--- config.mk ---
export PLATFORM = sky130hd
export DESIGN_NAME = mem_arbiter
export DESIGN_NICKNAME = d
export VERILOG_FILES = /design/src/rtl/mem_arbiter.sv
export SDC_FILE = /design/constraint.sdc
export NUM_CORES = 1
export LEC_CHECK = 0
export ABC_AREA = 0
export CAP_MARGIN = 40
export CORE_AREA = 2 2 93 95
export DETAILED_ROUTE_END_ITERATION = 8
export DIE_AREA = 0 0 95 97
export SLEW_MARGIN = 20
export SYNTH_ARGS = -nofsm -noshare
export SYNTH_HDL_FRONTEND = slang
export SYNTH_SLANG_ARGS = --single-unit
--- constraint.sdc ---
create_clock -name clk -period 1.5 [get_ports clk]
set_input_delay 0.3 -clock clk [delete_from_list [all_inputs] [get_ports clk]]
set_output_delay 0.3 -clock clk [all_outputs]
set_load 0.02 [all_outputs]
--- src/rtl/mem_arbiter.sv ---
// rtl/mem_arbiter.sv - two-requester (fetch/data) single-port memory arbiter; optional round-robin via MEM_ARBITER_RR_EN
module mem_arbiter #(
    parameter int ADDR_W = 32,
    parameter int DATA_W = 32
) (
    input  logic              clk,
    input  logic              reset,
    input  logic              if_req,
    input  logic [ADDR_W-1:0] if_addr,
    output logic              if_gnt,
    output logic              if_rvalid,
    input  logic              d_req,
    input  logic              d_we,
    input  logic [2:0]        d_funct3,
    input  logic [ADDR_W-1:0] d_addr,
    input  logic [DATA_W-1:0] d_wdata,
    output logic              d_gnt,
    output logic              d_rvalid,
    output logic [DATA_W-1:0] rdata,
    output logic [ADDR_W-1:0] mem_addr,
    output logic              mem_wren,
    output logic [2:0]        mem_funct3,
    output logic [DATA_W-1:0] mem_wdata,
    input  logic [DATA_W-1:0] mem_rdata
);

    logic data_wins;
    logic own_if;
    logic own_d;

`ifdef MEM_ARBITER_RR_EN
    // Set when data should win the next contention, i.e. fetch was granted most recently.
    logic pref_data;

    always_comb begin
        data_wins = d_req && (!if_req || pref_data);
    end

    always_ff @(posedge clk) begin
        if (reset) begin
            pref_data <= 1'b1;
        end else if (d_gnt) begin
            pref_data <= 1'b0;
        end else if (if_gnt) begin
            pref_data <= 1'b1;
        end
    end
`else
    always_comb begin
        data_wins = d_req;
    end
`endif

    always_comb begin
        d_gnt  = 1'b0;
        if_gnt = 1'b0;
        if (!reset) begin
            d_gnt  = data_wins;
            if_gnt = if_req && !data_wins;
        end
    end

    always_comb begin
        mem_addr   = if_addr;
        mem_funct3 = 3'b010;
        mem_wdata  = d_wdata;
        mem_wren   = 1'b0;
        if (d_gnt) begin
            mem_addr   = d_addr;
            mem_funct3 = d_funct3;
            mem_wren   = d_we;
        end
    end

    always_ff @(posedge clk) begin
        if (reset) begin
            own_if <= 1'b0;
            own_d  <= 1'b0;
        end else begin
            own_if <= if_gnt;
            own_d  <= d_gnt;
        end
    end

    // Gating with reset drops the response of a grant made just before reset.
    assign if_rvalid = own_if && !reset;
    assign d_rvalid  = own_d && !reset;
    assign rdata     = mem_rdata;

endmodule

==> impl_metrics.yaml, run 1 <==
place:
  gp_congestion: 0.669
  dp_hpwl_um: 2860
  placed_area_um2: 1900
  port-buffer-count: 111
floorplanning:
  initial_utilization: 0.140
  io_pins: 240
  rows: 33
  die_x_um: 95
  dieArea_um2: 9220
  fp.coreArea_um2: 8130
  die_h_um: 97
synth:
  yosys_warnings: 0
  syn_area_per_cell_um2: 10.1
  synth_common_cells: "buf_4 (64), mux2_4 (29), and2_1 (3), buf_12 (3), mux2_2 (3)"
  synth_area_leader_cell: "buf_4"
  ys_seq_area_frac: 0.0351
  synth_nets: 249
  ys_dominant_reg_cell: "dfxtp_1"
  ys_ff_latch: 2
  yosysMostFrequentCell: "buf_4"
  yosys.cell_types.count: 12
  synth_area_um2: 1140
  async_flop_share: 0
  yosysTopAreaCellShare: 0.422
  synthCells: 113
  synth_area_leaders: "buf_4 (42%), mux2_4 (38%), buf_12 (5.3%)"
  synth_edf_count: 0
drt:
  ant_nets: 0
  drt-initial-drc-count: 1
  drt-total-wl_um: 3630
  vias: 955
  remaining_drc_errors: 0
  via_per_inst: 3.40
  wire_per_inst_um: 12.9
  first_pass_iters: 2
clock_network:
  cts_root_buffer: "clkbuf_8"
  tritoncts: "done"
  cts_num_sinks: 2
  htree_levels: 1
  cts_buffers: 3
  clock_path_buffers: 2
  clkTransAtPathRegs_ns: 0.03
layout:
  diodes: 0
  fill_cells: 853
  final_area_um2: 2180
  nets: 314
  drive_gt1_frac: 0.568
  areaGrowthSynthToFinish_pct: 91.2
power:
  swShare: 0.285
  vdd_drop_max_mv: 0.156
  p_switching_mw: 0.275
  seqPwrFrac: 0.059
  p_total_mw: 0.964
  p_leak_nw: 1.02
  internal_power_mw: 0.689
  p_clk_frac: 0.215
  comb_power_share: 0.726
  p_per_area_nw_per_um2: 442
sta:
  final.min_clock_period_ns: 1.66
  tightest_slew_ns: 0.217
  relSlewSlack: 0.856
  setup_viol: 34
  max_freq_ghz: 0.601
  hold_violations: 0
  setup_slack_ns: -0.164
  fin_crit_sh: 1.11
  rsz0062_at_grt: "yes"
  drv_slew: 0
global_routing:
  grt_pass1_wl_um: 5070
  overflow: 0
  top_usage_layer: "met2"
  grt_max_degree: 8
  grt_pass1_vias: 992
  grt_use_met3: 0.0436
  grt_use_met2: 0.134
  antenna_found_initial: 0
  met1_usage: 0.0627
  grt_use_total: 0.0711
run:
  max_cap_viol_count: 0
critical_path:
  critPathCaptureType: "output pin"
  crit_required_ns: 1.20
  path_class: "primary input to output pin"
  crit_chain: "buf_6 -> nand2b_4 -> buf_12 -> buf_12 -> buf_16 -> mux2_4 -> buf_6"
  critPathLaunchType: "primary input"
  cp_max_fo: 7
  cp_slowest_cell: "mux2_4"
  cpPeakStageDelay_ns: 0.30
  crit_arrival_ns: 1.36
hold_path:
  holdPathStages: 3
  worst_hold_path_type: "primary input to flip-flop"
run_status:
  violations: "setup timing"
  status: "finished with violations"
[metal layers]
metal  wire (um)  vias up
li1            -      430
met1        1110      418
met2        1840      105
met3         677        2
met4           4        0
met5           0        -
[per-stage QoR]
step	util	setup TNS (ns)	setup slack (ns)	hold slack [ns]	std cells
5_1_grt	0.268	-4.27	-0.190	0.423	281
3_3_place_gp	0.233	-29.28	-0.788	0.600	267
3_5_place_dp	0.233	-29.72	-0.807	0.600	267
4_1_cts	0.261	-4.40	-0.277	0.355	281
2_1_floorplan	-	0	0.175	0.375	113
6_report	0.268	-3.47	-0.164	0.406	281
[flip-flops by register name, indices dropped and copies added, names as in the netlist]
| register | flops |
|---|---|
| own_if | 1 |
| own_d | 1 |
[critical path, delay by kind of cell]
kind	cells	cell delay, ns
multiplexers	1	0.30
AND/OR/NAND/NOR	1	0.15
buffers and inverters	5	0.61
[layout by cell type, fill, tap and decap left out]
cell type / instances
and2_4: 3
and2b_2: 2
buf_12: 4
buf_16: 2
buf_2: 3
buf_4: 4
buf_6: 42
buf_8: 2
clkbuf_8: 3
clkdlybuf4s50_1: 69
clkinv_8: 1
dfxtp_1: 2
dlygate4sd2_1: 2
inv_1: 1
mux2_2: 3
mux2_4: 29
nand2b_4: 2
nor3b_1: 2
[cells by family after synthesis]
group / after synthesis / synth area share
buffers and inverters: 70 / 0.491
multiplexers: 32 / 0.412
flip-flops: 2 / 0.0351
AND/OR/NAND/NOR: 9 / 0.0626
[power groups by stage]
stage / Combinational [mW] / Clock (mW) / Sequential [mW]
2_1_floorplan: 0.518 / 0 / 0.0571
3_3_place_gp: 0.614 / 0 / 0.0572
3_5_place_dp: 0.616 / 0 / 0.0573
4_1_cts: 0.686 / 0.216 / 0.0566
5_1_grt: 0.737 / 0.226 / 0.0568
6_report: 0.700 / 0.208 / 0.0566
[worst paths after layout]
check           to  slack [ns]  start
max    mem_addr[5]       -0.16  reset
min         own_if        0.41  d_req
[area by class of cell]
cell class	count	area, um^2	area share
timing repair buffer	128	1390	0.638
inverter	2	20.0	0.00918
sequential	2	40.0	0.0184
multi-input combinational	41	556	0.255
tap	105	131	0.0603
clock buffer	3	41.3	0.0189
[timing repair]
action,in CTS,in global routing
setup buffers,9,2
gates resized for setup,230,24
hold endpoints to repair,0,0
pin swaps,3,0
hold buffers,0,0
setup endpoints to repair,40,36
gates cloned,2,0
Power figures use the tool's default switching activity.
==> run 2, diff against run 1 <==
MAX_ROUTING_LAYER = met4   (was not set)
==> run 2 against run 1 <==
  * The flow still finishes with violations (setup timing)
  * Global-route usage grew 0.19 points
  * Clock power is essentially flat
  * Hold slack is the same
  * Routed wire length about the same
  * Sequential power barely moved
  * Critical path depth stayed put
  * Die area did not move
  * Combinational power about the same
  * Flip-flop and latch count is the same
  * Design area did not move
  * Critical path type unchanged
  * Largest cell class unchanged
  * Largest power group unchanged
==> impl_metrics.yaml, run 2 (same netlist as run 1, synthesis figures left out) <==
global_routing:
  grt_pass1_vias: 993
  overflow: 0
  grt_pass1_wl_um: 5060
  grt_max_degree: 8
  antenna_found_initial: 0
  grt_use_total: 0.0730
clock_network:
  cts_num_sinks: 2
  cts_buffers: 3
  ctsHoldBuffers: 0
  htree_levels: 1
  tritoncts: "done"
  clkTransAtPathRegs_ns: 0.03
  clock_path_buffers: 2
  cts_root_buffer: "clkbuf_8"
power:
  p_total_mw: 0.964
  p_clk_frac: 0.215
  internal_power_mw: 0.689
  p_switching_mw: 0.275
  p_per_area_nw_per_um2: 442
  comb_power_share: 0.726
  vdd_drop_max_mv: 0.156
  swShare: 0.285
  seqPwrFrac: 0.059
  p_leak_nw: 1.02
place:
  place_inst: 267
  placed_area_um2: 1900
  port-buffer-count: 111
  gp_congestion: 0.676
  place_ws_ns: -0.807
  dp_hpwl_um: 2860
layout:
  areaGrowthSynthToFinish_pct: 91.2
  mostFrequentLayoutCells: "clkdlybuf4s50_1 (69), buf_6 (42), mux2_4 (29), buf_4 (4), buf_12 (4)"
  drive_gt1_frac: 0.568
  reg_top3: "own_d x1, own_if x1"
  nets: 314
  final_common_cell: "clkdlybuf4s50_1"
  stdcell_count: 281
  fill_cells: 853
  diodes: 0
  final_area_um2: 2180
drt:
  drt-initial-drc-count: 1
  via_per_inst: 3.40
  vias: 955
  first_pass_iters: 2
  ant_nets: 0
  remaining_drc_errors: 0
  wire_per_inst_um: 12.9
  drt-total-wl_um: 3630
sta:
  holdWs_ns: 0.406
  setup_slack_ns: -0.164
  rsz0062_at_grt: "yes"
  setup_viol: 34
  hold_violations: 0
  max_freq_ghz: 0.601
  drv_slew: 0
  tightest_slew_ns: 0.217
  relSlewSlack: 0.856
  final.min_clock_period_ns: 1.66
  fin_crit_sh: 1.11
critical_path:
  path_class: "primary input to output pin"
  cp_max_fo: 7
  critPathLaunchType: "primary input"
  crit_required_ns: 1.20
  critPathCaptureType: "output pin"
  crit_arrival_ns: 1.36
hold_path:
  min_from: "d_req"
  holdPathStages: 3
  min_to: "own_if"
  worst_hold_path_type: "primary input to flip-flop"
run:
  max_cap_viol_count: 0
floorplanning:
  rows: 33
  io_pins: 240
  fp.coreArea_um2: 8130
  dieArea_um2: 9220
  initial_utilization: 0.140
  die_x_um: 95
  die_h_um: 97
run_status:
  violations: "setup timing"
  status: "finished with violations"
==> run 2: layout make-up <==
class | count | area [um^2] | area share
well taps | 105 | 131 | 0.0603
flip-flops and latches | 2 | 40.0 | 0.0184
inverters | 2 | 20.0 | 0.00918
multi-input cells | 41 | 556 | 0.255
repair buffers | 128 | 1390 | 0.638
clock buffers | 3 | 41.3 | 0.0189
==> run 2: how the worst max path moves through the flow <==
stage          start            to  slack, ns  cells after the start
6_report       reset   mem_addr[5]      -0.16                      7
5_1_grt        reset  mem_addr[10]      -0.19                      7
4_1_cts        reset   mem_addr[8]      -0.28                      8
3_5_place_dp   reset   mem_addr[1]      -0.81                      5
3_3_place_gp   reset   mem_addr[1]      -0.79                      5
2_1_floorplan  reset  mem_addr[10]       0.17                      4
==> run 2: critical path, cell delays in order <==
cell and delay, ns:
buf_6 0.09, nand2b_4 0.15, buf_12 0.13, buf_12 0.12
buf_16 0.14, mux2_4 0.30, buf_6 0.13
==> run 2: metrics by stage <==
step | util | TNS, ns
after floorplan | - | 0
after global placement | 0.233 | -29.28
after detailed placement | 0.233 | -29.72
after CTS | 0.261 | -4.40
after global routing | 0.268 | -4.27
final | 0.268 | -3.47
==> run 2: routing by layer <==
layer  global-route usage  routed length [um]  up-vias
met1               0.0627                1120      418
met3               0.0436                 669        2
met5                    -                   0        -
li1                     -                   -      430
met4               0.0156                   4        0
met2                0.134                1840      105
==> run 2: power by group through the flow <==
stage	logic, mW	registers, mW	clock network (mW)
final	0.700	0.0566	0.208
after detailed placement	0.616	0.0573	0
after CTS	0.686	0.0566	0.216
after global routing	0.737	0.0568	0.226
after floorplan	0.518	0.0571	0
after global placement	0.614	0.0572	0
==> run 2: timing repair <==
action | CTS | global route
resized for setup | 230 | 24
setup endpoints to repair | 40 | 36
setup buffers | 9 | 2
pin swaps | 3 | 0
cloned | 2 | 0
